File: src/rtl/reaction_timer.sv
// rtl/reaction_timer.sv - reaction time measurement from stimulus pulse to response pulse
//
// Purpose: arms on start, measures milliseconds from the stimulus pulse
// (delayImpulse) to the response pulse. Detects false starts and timeouts,
// and holds the result for the display path.
// Optional feature macro: REACTION_BEST_EN enables the best_time register.
//
// Ports:
//   clk           : system clock, rising edge
//   rst           : asynchronous reset, active high
//   start         : pulse, arms (or re-arms) a trial
//   delayImpulse  : pulse, stimulus event
//   response      : pulse, debounced response button
//   reaction_time : measured ms, 0..TIMEOUT_MS
//   result_valid  : high while a result is held
//   done_pulse    : one cycle on entry to the held-result state
//   early         : false-start flag
//   timeout       : no-response flag
//   stimulus_on   : high while measuring (stimulus LED)
//   best_time     : minimum valid reaction time (0 when feature disabled)
module reaction_timer #(
  parameter int CLKS_PER_MS = 1,
  parameter int TIMEOUT_MS  = 9999
) (
  input  logic        clk,
  input  logic        rst,
  input  logic        start,
  input  logic        delayImpulse,
  input  logic        response,
  output logic [13:0] reaction_time,
  output logic        result_valid,
  output logic        done_pulse,
  output logic        early,
  output logic        timeout,
  output logic        stimulus_on,
  output logic [13:0] best_time
);

  localparam int              PW   = (CLKS_PER_MS > 1) ? $clog2(CLKS_PER_MS) : 1;
  localparam logic [13:0]     TMAX = 14'(TIMEOUT_MS);
  localparam logic [PW-1:0]   PMAX = PW'(CLKS_PER_MS - 1);

  typedef enum logic [1:0] {IDLE, ARMED, MEASURE, DONE} state_t;

  state_t        state;
  logic [PW-1:0] presc;
  logic [13:0]   ms_cnt;
  logic          tick;
  logic [13:0]   ms_next;

  // The ms count including the tick of the current cycle, so a response on
  // the cycle right after the impulse already reads 1 ms. Saturates at TMAX.
  assign tick    = (presc == PMAX);
  assign ms_next = (tick && (ms_cnt != TMAX)) ? ms_cnt + 14'd1 : ms_cnt;

  always_ff @(posedge clk or posedge rst) begin
    if (rst) begin
      state         <= IDLE;
      presc         <= '0;
      ms_cnt        <= '0;
      reaction_time <= '0;
      result_valid  <= 1'b0;
      done_pulse    <= 1'b0;
      early         <= 1'b0;
      timeout       <= 1'b0;
      stimulus_on   <= 1'b0;
    end else begin
      done_pulse <= 1'b0;
      if (start) begin
        // start has priority over every other event in every state
        state         <= ARMED;
        presc         <= '0;
        ms_cnt        <= '0;
        reaction_time <= '0;
        result_valid  <= 1'b0;
        early         <= 1'b0;
        timeout       <= 1'b0;
        stimulus_on   <= 1'b0;
      end else begin
        unique case (state)
          IDLE: ;
          ARMED: begin
            // response wins over a simultaneous impulse: false start
            if (response) begin
              state         <= DONE;
              early         <= 1'b1;
              reaction_time <= '0;
              result_valid  <= 1'b1;
              done_pulse    <= 1'b1;
            end else if (delayImpulse) begin
              state       <= MEASURE;
              presc       <= '0;
              ms_cnt      <= '0;
              stimulus_on <= 1'b1;
            end
          end
          MEASURE: begin
            presc  <= tick ? '0 : presc + PW'(1);
            ms_cnt <= ms_next;
            if (response) begin
              state         <= DONE;
              reaction_time <= ms_next;
              result_valid  <= 1'b1;
              done_pulse    <= 1'b1;
              stimulus_on   <= 1'b0;
            end else if (ms_next == TMAX) begin
              state         <= DONE;
              timeout       <= 1'b1;
              reaction_time <= TMAX;
              result_valid  <= 1'b1;
              done_pulse    <= 1'b1;
              stimulus_on   <= 1'b0;
            end
          end
          DONE: ;
          default: state <= IDLE;
        endcase
      end
    end
  end

`ifdef REACTION_BEST_EN
  logic [13:0] best_q;

  // Updated on the same edge that enters DONE, so best_time already
  // reflects the new result during the done_pulse cycle.
  always_ff @(posedge clk or posedge rst) begin
    if (rst) begin
      best_q <= TMAX;
    end else if (!start && (state == MEASURE) && response && (ms_next < best_q)) begin
      best_q <= ms_next;
    end
  end

  assign best_time = best_q;
`else
  assign best_time = 14'd0;
`endif

endmodule

File: config.mk
export PLATFORM = sky130hd
export DESIGN_NAME = reaction_timer
export DESIGN_NICKNAME = d
export VERILOG_FILES = /design/src/rtl/reaction_timer.sv
export SDC_FILE = /design/constraint.sdc
export NUM_CORES = 1
export LEC_CHECK = 0
export ABC_AREA = 1
export BUFFER_PORTS_ARGS = -buffer_cell sky130_fd_sc_hd__buf_2
export CAP_MARGIN = 30
export CORE_MARGIN = 2
export CORE_UTILIZATION = 45
export CTS_CLUSTER_DIAMETER = 60
export DETAILED_ROUTE_END_ITERATION = 16
export PLACE_DENSITY = 0.67
export SYNTH_ARGS = -nofsm -noshare
export SYNTH_HDL_FRONTEND = slang
export SYNTH_SLANG_ARGS = --single-unit
File: constraint.sdc
create_clock -name clk -period 3.2 [get_ports clk]
set_input_delay 0.16 -clock clk [delete_from_list [all_inputs] [get_ports clk]]
set_output_delay 0.16 -clock clk [all_outputs]
set_load 0.1 [all_outputs]
# After elaboration in Yosys (flattened, before gate mapping)
# Index checks and enable logic that the tools add are counted.
# totals
input_bits	5
out_inout_bits	33
ff_bits	36
# op_classes
eq_ne	10
addsub	2
mux	42
bitwise_logic	1
n_reduce_logical	12
# ops
operator	count
2-to-1 mux 14 bit	8
one-hot mux 14 bit (2 select lines)	2
2-to-1 mux 1 bit	22
adder 14 x 1 -> 14 bit, second input constant	1
equality test 14 bit, second input constant	1
!= test 14 bit, second input constant	1
AND reduction 3 bit	4
2-to-1 mux 2 bit	5
!= test 3 bit, second input constant	3
!= test 4 bit, second input constant	2
one-hot mux 1 bit (2 select lines)	4
nonzero test 2 bit	4
one-hot mux 2 bit (2 select lines)	1
AND reduction 4 bit	1
nonzero test 3 bit	1
equality test 2 x 1 -> 1 bit, second input constant	1
equality test 2 bit, second input constant	1
!= test 2 bit, second input constant	1
AND reduction 2 bit	1
adder 1 bit, second input constant	1
logical AND 1 bit	1
inverter 1 bit	1

# Logic depth before layout (Yosys ltp)
# depth
ltp_word	8
ltp_mapped	16
depth_no_buf	15

# Least setup slack after synthesis
# OpenSTA, ideal clock, no wires.
# synth_path
path_type	reg2reg
startpoint	reg ms_cnt[0]
endpoint	reg reaction_time[10]
synth_period_minus_slack_ns	1.942
path_stages_with_launch	16
setup_slack_ns	1.258
arrival_ns	1.820
setup_time_ns	0.122
cell_sequence	dfrtp_1 -> ha_1 -> nand3_2 -> nor2_2 -> nand2_2 -> nand2_2 -> nand2_2 -> clkinv_1 -> nand3_1 -> nor2_2 -> nand2_2 -> nand2_4 -> nand2_4 -> buf_6 -> nand2_1 -> nand2_1
# synth_between
elab_chain_len	6
elab_cells_between_ends	10
cone_classes	add/sub (1); eq/ne (3); mux (4); reduce/logical (2)
# synth_rtl
item	line_no	source
from (decl)	47	logic [13:0] ms_cnt;
from (signal assigned)	99	ms_cnt <= ms_next;
branches (longest 2 deep; another with adder 14 x 1 -> 14 bit)	-	
2-to-1 mux 14 bit (*)	54	assign ms_next = (tick && (ms_cnt != TMAX)) ? ms_cnt + 14'd1 : ms_cnt;
equality test 14 bit / 2-to-1 mux 14 bit (equally long branches)	106, 100	
!= test 4 bit (no line) / one-hot mux 14 bit (2 select lines) (equally long branches)	-	
AND reduction 3 bit (no line) / 2-to-1 mux 14 bit (equally long branches)	-	
to (signal assigned)	102	reaction_time <= ms_next;
to (decl)	30	output logic [13:0] reaction_time,
# Every way passes the cells marked *.
# A chain may end at the register's enable or synchronous reset.

# Final worst setup path
# layout_path
startpoint	reg state[1]
endpoint	reg ms_cnt[12]
# layout_between
elab_chain_len	3
elab_cells_between_ends	8
cone_classes	eq/ne (4); mux (2); reduce/logical (2)
# layout_rtl
item	line_no	source
from (decl)	45	state_t state;
from (signal assigned)	58	state <= IDLE;
from (signal assigned)	71	state <= ARMED;
from (signal assigned)	85	state <= DONE;
equality test 2 x 1 -> 1 bit / equality test 2 bit (equally long branches)	80	unique case (state)
!= test 3 bit (no line) (tied with other cells)	-	
AND reduction 3 bit (no line) / 2-to-1 mux 14 bit (equally long branches)	-	
# Parallel ways exist; a longest one is shown, timed or not.

==> flow_summary.json <==
{
  "wl_mm": 4.51,
  "relSlewSlack_pct": 42.5,
  "grt_max_degree": 36,
  "synth_cells": 284,
  "finalClockSkew_ns": 0.00664,
  "cp_top_family": "compound AO/OA/AOI/OAI gates",
  "grt_pass1_wl_mm": 8.00,
  "stdcell_area_mm2": 0.00232,
  "crit_chain": "inv_1 > ha_1 > inv_1 > a211oi_1 > nor2_1 > inv_1 > o22ai_1",
  "dpl_cell_area_mm2": 0.00219,
  "ir_drop_mv": 0.536,
  "tightest_slew_ns": 0.860,
  "outcome": "finished, final reports clean",
  "antenna_found_initial": 0,
  "cp-start-kind": "register",
  "antenna_left": 0,
  "crit_arrival_ns": 2.30,
  "timing.hold.ws_ns": 0.115,
  "power_leakage_nw": 1.28,
  "yosysUniqueCellTypes": 26,
  "dieHeight_um": 72.1,
  "min_path_type": "input port to register",
  "chipWidth_um": 72.1,
  "fmax_mhz": 463,
  "synth_area_mm2": 0.00209,
  "initial_core_util_pct": 47.3,
  "routabilityCongestion": 0.883,
  "setup_viol": 0,
  "period_needed_ns": 2.16,
  "nets": 320,
  "ios": 38,
  "die_area_mm2": 0.00520,
  "rows": 24,
  "clock_path_buffers": 2,
  "grt_pass1_vias": 1727,
  "postCtsSetupRepairBufs": 0,
  "end_kind": "register",
  "rsz0062_at_grt": "no",
  "cap_violations": 0,
  "drive_above_1_share_pct": 16.3,
  "critPathBufInv": 3,
  "cp_max_fo": 8,
  "gr-total-overflow": 0,
  "synth-warning-count": 0,
  "cts_tree": "done",
  "fp.coreArea_mm2": 0.00441,
  "clock_sinks": 35,
  "track_usage_pct": 19.5,
  "fin_crit_sh_pct": 67.5,
  "drt_iter0_markers": 197,
  "worstPathRequired_ns": 3.34,
  "utilization_pct": 52.6,
  "power.density_mw_per_mm2": 731,
  "hold_violations": 0,
  "crit_top_cell": "inv_1",
  "drc": 0,
  "clk_latency_ns": 0.29,
  "num_vias": 1839,
  "ys_seq_area_share_pct": 41.9,
  "h-tree-depth": 2,
  "slowest_delay_ns": 0.51,
  "drt-pass1-iter-count": 4,
  "via_per_inst": 5.04,
  "crit_slowest_cell": "a211oi_1",
  "avgSynthCellArea_um2": 7.36,
  "ys_ff_latch": 35,
  "post-dp-hpwl_mm": 3.44,
  "n_antenna_cell": 0,
  "cts_root_buf": "clkbuf_8",
  "wl_per_cell_um": 12.4,
  "cts_buffers": 5,
  "clk_pin_slew_worst_paths_ns": 0.07,
  "fin_setup_tns_ns": 0,
  "port_buffers": 23,
  "worstSetupPathType": "register to register",
  "slew_viol_final": 0,
  "area_delta_synth_final_pct": 11.1
}
routing by layer:
metal  vias to the layer above  routed length, µm  global-route usage (%)
met5                         -                  0                       0
met4                         0                 98                    7.55
met3                        10                185                    4.44
met2                        48               2000                    29.5
met1                       853               2230                    27.3
li1                        928                  -                       -
sequential cells by signal (all words and copies together) (netlist names):
name and flops:
done_pulse 1, reaction_time 14, ms_cnt 14, state 2, result_valid 1, timeout 1
stimulus_on 1, early 1
stage by stage:
| stage | setup WS (ns) | power, W | cells |
|---|---|---|---|
| after floorplan | 1.26 | 0.00120 | 297 |
| after global placement | 1.10 | 0.00129 | 356 |
| after detailed placement | 1.05 | 0.00129 | 356 |
| after CTS | 1.03 | 0.00171 | 365 |
| after global routing | 0.805 | 0.00179 | 365 |
| final | 1.04 | 0.00170 | 365 |
kinds of logic after synthesis:
group / after synthesis / share of synthesized area, %
adders and majority gates: 3 / 1.80
AOI/OAI and AO/OA: 28 / 7.43
DFF: 35 / 41.9
other: 1 / 0.179
and+or+nand+nor: 162 / 34.4
xor gates and xnor gates: 5 / 2.10
buffers and inverters: 50 / 12.2
cell type report:
class	count	area (µm²)
Clock buffer	6	82.6
Clock inverter	2	35.0
Fill cell	441	2090
Inverter	33	124
Multi-Input combinational cell	212	1010
Sequential cell	35	876
Tap cell	52	65.1
Timing Repair Buffer	25	133
power breakdown:
| group | internal [W] | switching (W) |
|---|---|---|
| Clock | 0.000252 | 0.000163 |
| Combinational | 0.000121 | 0.000625 |
| Sequential | 0.000500 | 0.0000360 |
| Total | 0.000873 | 0.000825 |
synth_stat cells:
cell type   n  area share (%)
a211oi_1    1            0.36
nor2_4      1            0.54
nand4_1     6             1.8
clkbuf_1    1            0.18
nor3_1      2            0.48
nand2_4     2             1.1
xor2_1      4             1.7
buf_6       2             1.1
inv_1      29             5.2
clkinv_1    1            0.18
nand3_1    26             6.2
inv_2       3            0.54
o22ai_1     7             2.1
o21ai_2     1            0.42
conb_1      1            0.18
ha_1        3             1.8
nand3_2     2            0.96
dfrtp_1    35              42
nand2_2     5             1.5
o21ai_0    13             3.1
nor2_2      5             1.5
nor2_1     20             3.6
xnor2_1     1            0.42
buf_4      14             5.0
nand2_1    93              17
a21oi_1     6             1.4
final timing paths:
kind | start | endpoint | slack (ns) | depth (start not counted)
max in group asynchronous | rst | ms_cnt[4]$_DFFE_PP0P_ | 2.37 | 4
setup / recovery | state[1]$_DFFE_PP0P_ | ms_cnt[12]$_DFFE_PP0P_ | 1.04 | 7
setup reg to reg | state[1]$_DFFE_PP0P_ | ms_cnt[12]$_DFFE_PP0P_ | 1.04 | 7
hold / removal | start | early$_DFFE_PP0P_ | 0.12 | 2
min in group asynchronous | rst | result_valid$_DFFE_PP0P_ | 0.52 | 4
hold reg to reg | reaction_time[8]$_DFFE_PP0P_ | reaction_time[8]$_DFFE_PP0P_ | 0.47 | 2
cells in the final DEF, fill, tap and decap left out, drive strengths merged:
cell type	netlist	final
a211oi	1	1
a21oi	6	6
buf	16	24
bufinv	0	1
clkbuf	1	6
clkinv	1	2
conb	1	14
dfrtp	35	35
dlygate4sd3	0	1
ha	3	3
inv	32	32
nand2	100	100
nand3	28	28
nand4	6	6
nor2	26	26
nor3	2	2
o21ai	14	14
o22ai	7	7
xnor2	1	1
xor2	4	4
timing repair:
item	in CTS	in global routing
hold buffers	1	0
resized for setup	0	0
hold endpoints to repair	35	0
No activity file was read; power rests on OpenSTA's default activity.
